===== config.mk =====
export PLATFORM = sky130hd
export DESIGN_NAME = param_fifo
export DESIGN_NICKNAME = d
export VERILOG_FILES = /design/src/rtl/jtag_types_pkg.sv /design/src/rtl/param_fifo_mem.sv /design/src/rtl/param_fifo.sv
export SDC_FILE = /design/constraint.sdc
export NUM_CORES = 1
export LEC_CHECK = 0
export CAP_MARGIN = 20
export CORE_ASPECT_RATIO = 0.9
export CORE_UTILIZATION = 50
export CTS_BUF_LIST = sky130_fd_sc_hd__clkbuf_8
export DETAILED_ROUTE_END_ITERATION = 8
export PLACE_DENSITY_LB_ADDON = 0.25
export SYNTH_ARGS = -nofsm -noshare
export SYNTH_HDL_FRONTEND = slang
export SYNTH_SLANG_ARGS = --single-unit

===== constraint.sdc =====
create_clock -name clk -period 8.47 [get_ports clk]
set_clock_uncertainty 0.05 [all_clocks]
set_input_delay 0.847 -clock clk [delete_from_list [all_inputs] [get_ports clk]]
set_output_delay 0.847 -clock clk [all_outputs]
set_load 0.02 [all_outputs]

===== src/rtl/jtag_types_pkg.sv =====
// jtag_types_pkg: default widths and status struct shared by the FIFO slice
package jtag_types_pkg;
  localparam int DEF_DATA_WIDTH = 8;
  localparam int DEF_DEPTH = 16;
  typedef struct packed {
    logic full;
    logic empty;
    logic almost_full;
    logic almost_empty;
    logic overflow;
    logic underflow;
  } fifo_status_t;
endpackage


===== src/rtl/param_fifo_mem.sv =====
// param_fifo_mem: DEPTH x DATA_WIDTH storage, synchronous write, asynchronous read
module param_fifo_mem #(
  parameter int DATA_WIDTH = 8,
  parameter int DEPTH = 16
) (
  input  logic                     clk,
  input  logic                     we,
  input  logic [$clog2(DEPTH)-1:0] waddr,
  input  logic [DATA_WIDTH-1:0]    wdata,
  input  logic [$clog2(DEPTH)-1:0] raddr,
  output logic [DATA_WIDTH-1:0]    rdata
);
  logic [DATA_WIDTH-1:0] mem [DEPTH];
  always_ff @(posedge clk)
    if (we) mem[waddr] <= wdata;
  assign rdata = mem[raddr];
endmodule


===== src/rtl/param_fifo.sv =====
// param_fifo: parameterised FIFO with registered or first-word-fall-through read
module param_fifo
  import jtag_types_pkg::*;
#(
  parameter int DATA_WIDTH = DEF_DATA_WIDTH,
  parameter int DEPTH = DEF_DEPTH,
  parameter int AF_THRESH = DEPTH - 2,
  parameter int AE_THRESH = 2,
  parameter bit FWFT = 1'b0
) (
  input  logic                     clk,
  input  logic                     nrst,
  input  logic                     winc,
  input  logic [DATA_WIDTH-1:0]    wdata,
  input  logic                     rinc,
  input  logic                     flush,
  output logic [DATA_WIDTH-1:0]    rdata,
  output logic                     full,
  output logic                     empty,
  output logic                     almost_full,
  output logic                     almost_empty,
  output logic [$clog2(DEPTH):0]   count,
  output logic                     overflow,
  output logic                     underflow
);
  localparam int AW = $clog2(DEPTH);
  localparam logic [AW:0] AF_T = (AW+1)'(AF_THRESH);
  localparam logic [AW:0] AE_T = (AW+1)'(AE_THRESH);
  logic [AW:0] wptr, rptr, cnt;
  logic [DATA_WIDTH-1:0] head, rdata_q;
  logic ovf_q, udf_q, push, pop;
  fifo_status_t st;
  assign cnt = wptr - rptr;
  always_comb begin
    st.empty = wptr == rptr;
    st.full = (wptr[AW] != rptr[AW]) && (wptr[AW-1:0] == rptr[AW-1:0]);
    st.almost_full = cnt >= AF_T;
    st.almost_empty = cnt <= AE_T;
    st.overflow = ovf_q;
    st.underflow = udf_q;
  end
  assign push = winc & ~st.full & ~flush;
  assign pop = rinc & ~st.empty & ~flush;
  param_fifo_mem #(.DATA_WIDTH(DATA_WIDTH), .DEPTH(DEPTH)) u_mem (
    .clk(clk),
    .we(push),
    .waddr(wptr[AW-1:0]),
    .wdata(wdata),
    .raddr(rptr[AW-1:0]),
    .rdata(head)
  );
  always_ff @(posedge clk or negedge nrst)
    if (!nrst) begin
      wptr <= '0;
      rptr <= '0;
      ovf_q <= 1'b0;
      udf_q <= 1'b0;
      rdata_q <= '0;
    end else if (flush) begin
      wptr <= '0;
      rptr <= '0;
      ovf_q <= 1'b0;
      udf_q <= 1'b0;
      rdata_q <= '0;
    end else begin
      wptr <= wptr + {{AW{1'b0}}, push};
      rptr <= rptr + {{AW{1'b0}}, pop};
      ovf_q <= ovf_q | (winc & st.full);
      udf_q <= udf_q | (rinc & st.empty);
      if (pop && !FWFT) rdata_q <= head;
    end
  assign rdata = FWFT ? (st.empty ? '0 : head) : rdata_q;
  assign {full, empty, almost_full, almost_empty, overflow, underflow} = st;
  assign count = cnt;
endmodule

[After elaboration in Yosys (flattened, before gate mapping)]
Memories as Yosys holds them, arrays and structs flattened.
Index checks and enable logic that the tools add are counted.
Storage, ports and cells
  register bits: 20
  memory bits (writable): 128
  memories kept: 1
Cells by class
  $add $sub $neg: 3
  magnitude comparators: 2
  equality and inequality tests: 3
  multiplexer cells: 8
  bitwise logic cells: 11
  reduce and logical (&&, ||, !) cells: 2
Memories
  u_mem.mem: depth 16, bits a word 8, read ports 1, clocked after memory_dff 0, wr ports 1, line param_fifo_mem.sv:13  | logic [DATA_WIDTH-1:0] mem [DEPTH];
Operators with widths (count)
  2-to-1 mux 8 bit: 2
  adder 5 x 1 -> 5 bit: 2
  2-to-1 mux 5 bit: 2
  AND 1 bit: 6
  == test 5 bit: 1
  greater-or-equal comparator 5 x 4 -> 1 bit (second input constant): 1
  less-or-equal comparator 5 x 2 -> 1 bit (second input constant): 1
  subtractor 5 bit: 1
  == test 4 bit: 1
  2-to-1 mux 1 bit: 4
  inverter 1 bit: 3
  bitwise OR 1 bit: 2
  nonzero test 2 bit: 1
  logical AND 1 bit: 1
  inequality test 1 bit: 1

[Depth between registers and ports, before layout]
Gate-level depths: netlist (run 1).
  word-level depth: 7
  depth in mapped cells: 12

[Hierarchy]
A second synthesis (run 1) with hierarchy kept.
Unflattened totals
  cell total of the unflattened synthesis: 317
  area total of the unflattened synthesis: 6023.3 um^2
By module, submodules not included
  param_fifo_mem: instances 1, cells an instance 221, area an instance 4987.3 um^2, sequential area each 3843.7 um^2
  param_fifo: instances 1, cells an instance 96, area an instance 1036.0 um^2, sequential area each 500.5 um^2

[Worst setup path after synthesis (run 1)]
OpenSTA, ideal clock, no wires.
  kind: register -> output
  start: reg rptr[1]
  end: out almost_empty
  data arrival time: 2401 ps
  data required time: 7573 ps
  setup slack: 5172 ps
  stages on the path, launching flop included: 9
  cell sequence: dfrtp_1 -> clkbuf_1 -> buf_2 -> inv_1 -> fa_1 -> a21o_1 -> a21oi_1 -> xnor2_1 -> a211oi_1
On the way
  longest elaborated chain between the ends: 2
Ends and longest elaborated chain
  start, declared: line param_fifo.sv:29  | logic [AW:0] wptr, rptr, cnt;
  start signal, assigned: line param_fifo.sv:67  | rptr <= rptr + {{AW{1'b0}}, pop};
  subtractor 5 bit: line param_fifo.sv:33  | assign cnt = wptr - rptr;
  named net count[4]: line param_fifo.sv:22  | output logic [$clog2(DEPTH):0] count,
  less-or-equal comparator 5 x 2 -> 1 bit: line param_fifo.sv:38  | st.almost_empty = cnt <= AE_T;
  end, declared: line param_fifo.sv:21  | output logic almost_empty,
The timed path passes the listed nets, and every way through them passes these cells.

[Worst setup path in the final report (run 1)]
  start: reg rptr[2]
  end: out almost_empty
On the way
  longest elaborated chain between the ends: 2
Ends and longest elaborated chain (line)
  subtractor 5 bit: param_fifo.sv:33
  less-or-equal comparator 5 x 2 -> 1 bit: param_fifo.sv:38
No other way between the ends.

==> flow_summary_export.csv, run 1 <==
group,metric,value,unit
clock_tree,cts_buffers,17,
clock_tree,cts_tree,"yes",
floorplanning,die-area,12520,µm²
grt,grt_max_degree,36,
grt,antenna_found_initial,0,
synth,netlist-cell-type-count,36,
synth,synth_flop_cell,"edfxtp_1",
detailed_routing,wirelength,11.87,mm
detailed_routing,via_count,3116,
setup_path,crit_family,"buffers and inverters",
floorplanning,die_w,117.9,µm
setup_path,crit_buf_inv,2,
synth,ys_warn_count,0,
sta,fmax,217.2,MHz
clock_tree,clk_pin_slew,0.08,ns
setup_path,critical_path.slowest_cell,"dfrtp_1",
final_layout,fillers,849,
grt,grt_pass1_wl,18.64,mm
synth,synth_area,6040,µm²
sta,fin_ws,3.867,ns
clock_tree,ctsResizeCount,0,
sta,hold_slack,0.4438,ns
floorplanning,ioPinCount,32,
power,leakage,2.395,nW
placed_design,gp_congestion,0.8201,
clock_tree,clk_latency,0.44,ns
worst_hold_path,holdCritStartpoint,"rdata[1]$_DFFE_PN0P_",
sta,max_slew_margin,39.84,%
final_layout,antenna_cells,0,
setup_path,r2r_setup_slack,4.52,ns
clock_tree,cts_buffer_depth,2,
clock_tree,cts_setup_buffers,0,
sta,setup_violations,0,
setup_path,crit_chain,"clkinv_1, ha_1, o21a_1, or3_1, a211oi_1, clkdlybuf4s50_1",
job,maxCapViolCount,0,
setup_path,r2r-start,"rptr[2]$_DFF_PN0_",
placed_design,dpl_worst_slack,4.401,ns
sta,fin_crit,4.603,ns
synth,syn_nets,360,
floorplanning,rows,37,
detailed_routing,wl_per_cell,21.62,µm
final_layout,area_delta_synth_final,14.29,%
placed_design,hpwl,7.897,mm
power,power,1.460,mW
outcome,outcome,"finished, final reports clean",
detailed_routing,drc,0,
grt,overflow,0,
final_layout,post_layout_nonfiller_instances,549,
placed_design,port_buffers,31,
placed_design,placed_cells,515,
synth,syn_area_per_cell,17.87,µm²
setup_path,cp.required,7.57,ns
synth,synth_seq_cells,148,
sta,hold_viol,0,
clock_tree,ctsHtreeMaxLevel,4,
setup_path,timing.rr.end,"u_mem.mem[2][1]$_DFFE_PP_",
sta,finalCritPeriodShare,54.35,%
setup_path,reg2reg_depth,7,
synth,synth.top_cell.area_share,63.64,%
sta,slew_viol_final,0,
clock_tree,cts.sinks,148,
synth,netlist_top_cells_count,"128 x edfxtp_1, 34 x nand2_1, 22 x mux4_2, 21 x a21oi_1, 21 x nor2_1",
synth,yosys.area.top_type,"edfxtp_1",
detailed_routing,routed_via_density,5.676,
power,max-vdd-ir-drop,0.0001420,V
worst_hold_path,hold_class,"flop to flop",
floorplanning,initial_utilization,51.98,%
synth,synthCells,338,
grt,grt_pass1_vias,3158,
grt,track_usage,21.19,%
setup_path,end_kind,"output port",
synth,synth-seq-area-share,71.93,%
synth,synthTopCellsByArea,"edfxtp_1 64%, dfrtp_1 8.3%, mux4_2 8.2%",
detailed_routing,drt_iter0_markers,291,
clock_tree,clockRootBuffer,"clkbuf_8",
synth,yosysMostFrequentCell,"edfxtp_1",
detailed_routing,ant_nets,0,
floorplanning,design.core.area,11620,µm²
final_layout,final_nets,402,
setup_path,cpPeakStageDelay,0.76,ns
detailed_routing,dr.pass1.iters,4,
worst_hold_path,holdPathStages,1,
power,p_per_area,211.5,nW/µm²
setup_path,cp-start-kind,"flop",
floorplanning,fp.dieH,106.3,µm
synth,synth-edff-count,128,
clock_tree,cts_hold_buf,0,
sta,worst_slew_pin_slew,0.8996,ns
setup_path,cp_data_arrival_time,3.71,ns
setup_path,criticalPathCategory,"flop to output port",
setup_path,critPathMaxFanout,20,
sta,rsz0062_at_grt,"false",
synth,async_flop_share,13.51,%
worst_hold_path,holdPathEnd,"rdata[1]$_DFFE_PN0P_",
sta,setup_tns,0,ns
final_layout,drive_above_1_share,15.01,%
area by class of cell:
| cell class | count | area, µm² | area share [%] |
|---|---|---|---|
| multi-input combinational | 168 | 1563 | 22.64 |
| inverter | 8 | 30.03 | 0.4350 |
| clock buffer | 17 | 234.0 | 3.390 |
| clock inverter | 15 | 180.2 | 2.610 |
| tap | 156 | 195.2 | 2.828 |
| sequential | 148 | 4345 | 62.95 |
| timing repair buffer | 37 | 355.3 | 5.148 |
report_power, final:
part | leakage [nW] | internal [mW] | switching, mW
logic | 0.763 | 0.0434 | 0.0537
registers | 1.43 | 0.799 | 0.00424
clock network | 0.205 | 0.294 | 0.266
worst register-to-register path, delay by kind of cell (launching register included):
| kind | cells | cell delay (ns) |
|---|---|---|
| AOI/OAI and AO/OA | 1 | 0.30 |
| buffers and inverters | 2 | 0.88 |
| adders and majority gates | 1 | 0.54 |
| DFF | 1 | 0.76 |
| and+or+nand+nor | 3 | 1.15 |
worst max path at each step:
stage / to / cells past startpoint / slack (ns) / start
CTS: almost_empty / 6 / 3.88 / rptr[2]$_DFF_PN0_
global route: almost_empty / 7 / 3.61 / rptr[2]$_DFF_PN0_
global placement: almost_empty / 6 / 4.53 / rptr[2]$_DFF_PN0_
finish: almost_empty / 6 / 3.87 / rptr[2]$_DFF_PN0_
detailed placement: almost_empty / 6 / 4.40 / rptr[2]$_DFF_PN0_
floorplan: almost_empty / 8 / 5.17 / rptr[1]$_DFF_PN0_
routing by layer:
layer  vias to the layer above  GRT usage [%]  part of all wire, %  wire, µm
met5                         -              0                    0         0
met4                         0          9.890                  2.1       244
met3                        18          4.506                  7.8       924
met2                       115          31.22                   46      5483
met1                      1567          30.53                   44      5215
li1                       1416              -                    -         -
registers in the layout, summed over array words and instances, names as in the netlist:
signal,count
u_mem.mem,128
rdata,8
underflow,1
wptr,5
overflow,1
rptr,5
cells in the final DEF, fill, tap and decap left out, drive strengths merged, types with 2 or more instances in the layout:
cell           count
mux4              32
nand3              6
nor2              21
nor3               4
ha                 8
clkdlybuf4s50     31
nand2b             3
a21o               2
clkbuf            18
clkinvlp           2
nand2             34
dfrtp             20
clkinv             6
buf                5
nor2b              5
a21oi             21
xor2               5
edfxtp           128
inv               12
bufinv             3
xnor2              5
a211o              8
o2111ai            2
logic make-up after synthesis:
group                    after synthesis  share of synthesized area, %
adder cells (fa/ha/maj)                9                         1.989
AO/OA/AOI/OAI                         37                         3.936
flip-flops                           148                         71.93
buffers and inverters                 22                         2.196
AND/OR/NAND/NOR                       80                         5.946
XOR/XNOR                              10                         1.450
multiplexers                          32                         12.55
stage by stage:
step	utilization, %	instance area, µm²
after floorplan	-	6040
after global placement	55.71	6474
after detailed placement	55.71	6474
after CTS	59.28	6888
after global routing	59.41	6903
final	59.41	6903
No activity file was read; power rests on OpenSTA's default activity.
==> run 2, diff against run 1 <==
- clock period: 8.47 -> 4.8 ns (I/O delays scaled with it)
==> flow_summary_export.csv, run 2 (synthesis gave the netlist of run 1 again) <==
group,metric,value,unit
final_layout,largest_reg_flops,128,
placed_design,gp_congestion,0.8535,
power,p_per_area,364.7,nW/µm²
detailed_routing,drt_iter0_markers,286,
setup_path,timing.rr.end,"u_mem.mem[14][0]$_DFFE_PP_",
clock_tree,cts_hold_buf,0,
grt,overflow,0,
power,switching_share,22.39,%
setup_path,cp-start-kind,"flop",
power,leakage,2.372,nW
detailed_routing,via_count,3127,
setup_path,cp-startpoint,"rptr[2]$_DFF_PN0_",
final_layout,largest-register,"u_mem.mem",
floorplanning,die-area,12520,µm²
clock_tree,cts_tree,"yes",
setup_path,r2r-start,"rptr[2]$_DFF_PN0_",
clock_tree,clockRootBuffer,"clkbuf_8",
clock_tree,cts.sinks,148,
floorplanning,die_w,117.9,µm
setup_path,end_kind,"output port",
sta,setup_violations,0,
detailed_routing,routed_via_density,5.717,
placed_design,placed_cells,517,
worst_hold_path,hold_class,"flop to flop",
grt,grt_pass1_wl,18.27,mm
grt,track_usage,20.57,%
setup_path,cp_data_arrival_time,3.59,ns
floorplanning,design.core.area,11620,µm²
floorplanning,fp.dieH,106.3,µm
job,maxCapViolCount,0,
worst_hold_path,holdPathStages,2,
outcome,outcome,"finished, final reports clean",
final_layout,antenna_cells,0,
final_layout,area_delta_synth_final,13.57,%
power,pwr-share-seq,56.7,%
floorplanning,ioPinCount,32,
grt,antenna_found_initial,0,
worst_hold_path,holdCritStartpoint,"overflow$_DFF_PN0_",
detailed_routing,dr.pass1.iters,5,
final_layout,drive_above_1_share,15.09,%
final_layout,final_common_cell,"edfxtp_1",
sta,max_slew_margin,38.71,%
placed_design,port_buffers,31,
power,max-vdd-ir-drop,0.0002623,V
placed_design,hpwl,7.701,mm
setup_path,cp.required,4.27,ns
power,pwr-share-comb,6.9,%
floorplanning,initial_utilization,51.98,%
detailed_routing,wirelength,11.58,mm
floorplanning,rows,37,
power,switchingPower,0.5601,mW
power,power,2.502,mW
worst_hold_path,holdPathEnd,"overflow$_DFF_PN0_",
final_layout,final_cell_mix,"128 x edfxtp_1, 34 x nand2_1, 31 x clkdlybuf4s50_1",
setup_path,r2r_setup_slack,1.09,ns
detailed_routing,drc,0,
sta,worst_slew_pin_slew,0.9164,ns
setup_path,criticalPathCategory,"flop to output port",
clock_tree,cts_setup_buffers,0,
clock_tree,clk_latency,0.43,ns
clock_tree,clk_pin_slew,0.08,ns
setup_path,reg2reg_depth,6,
detailed_routing,ant_nets,0,
sta,fmax,242.5,MHz
clock_tree,cts_buffers,17,
sta,finalCritPeriodShare,85.90,%
detailed_routing,wl_per_cell,21.16,µm
sta,rsz0062_at_grt,"false",
final_layout,post_layout_nonfiller_instances,547,
sta,hold_viol,0,
power,p_int,1.942,mW
final_layout,fillers,864,
clock_tree,cts_buffer_depth,2,
final_layout,final_nets,402,
clock_tree,ctsResizeCount,0,
power,p_clk_share,36.4,%
setup_path,critPathMaxFanout,20,
grt,grt_max_degree,35,
grt,grt_pass1_vias,3117,
sta,setup_tns,0,ns
sta,fin_crit,4.123,ns
clock_tree,ctsHtreeMaxLevel,4,
sta,slew_viol_final,0,
-- run 2: worst max path at each step --
stage                     cells past startpoint                         to  slack, ns
final                                         6               almost_empty       0.68
after CTS                                     6               almost_empty       0.67
after global placement                        6               almost_empty       1.26
after detailed placement                      6  u_mem.mem[6][3]$_DFFE_PP_       1.13
after floorplan                               8  u_mem.mem[0][0]$_DFFE_PP_       1.80
after global routing                          6               almost_empty       0.40
-- run 2: power groups by stage --
stage / combinational (mW) / sequential (mW) / clock, mW
after floorplan: 0.0920 / 1.45 / 0
after global placement: 0.173 / 1.45 / 0
after detailed placement: 0.176 / 1.45 / 0
after CTS: 0.176 / 1.42 / 0.926
after global routing: 0.188 / 1.42 / 0.980
final: 0.174 / 1.42 / 0.910
-- run 2: critical path, stage by stage (launching register included) --
cell             delay [ns]
dfrtp_1                0.71
clkinv_1               0.57
ha_1                   0.52
o21a_1                 0.14
or3_1                  0.34
a211oi_1               0.24
clkdlybuf4s50_1        0.64
-- run 2: area by class of cell --
cell class / count / area, µm² / share of cell area (%)
sequential: 148 / 4345 / 63.35
multi-input combinational: 168 / 1563 / 22.78
timing repair buffer: 37 / 355.3 / 5.181
clock buffer: 17 / 234.0 / 3.411
tap: 156 / 195.2 / 2.846
clock inverter: 13 / 136.4 / 1.988
inverter: 8 / 30.03 / 0.4378
-- run 2: through the flow --
stage / util, % / setup WS, ns / hold slack, ns / instance area (µm²)
after floorplan: - / 1.800 / 0.1344 / 6040
after global placement: 55.84 / 1.257 / 0.4333 / 6489
after detailed placement: 55.84 / 1.132 / 0.4395 / 6489
after CTS: 59.03 / 0.6689 / 0.4589 / 6859
after global routing: 59.03 / 0.3967 / 0.4993 / 6859
final: 59.03 / 0.6767 / 0.4535 / 6859
-- run 2: layer usage --
layer | vias up | global-route usage, % | share of wire [%]
li1 | 1402 | - | -
met1 | 1590 | 30.01 | 45
met2 | 120 | 29.41 | 46
met3 | 15 | 5.901 | 6.9
met4 | 0 | 8.059 | 1.8
met5 | - | 0 | 0
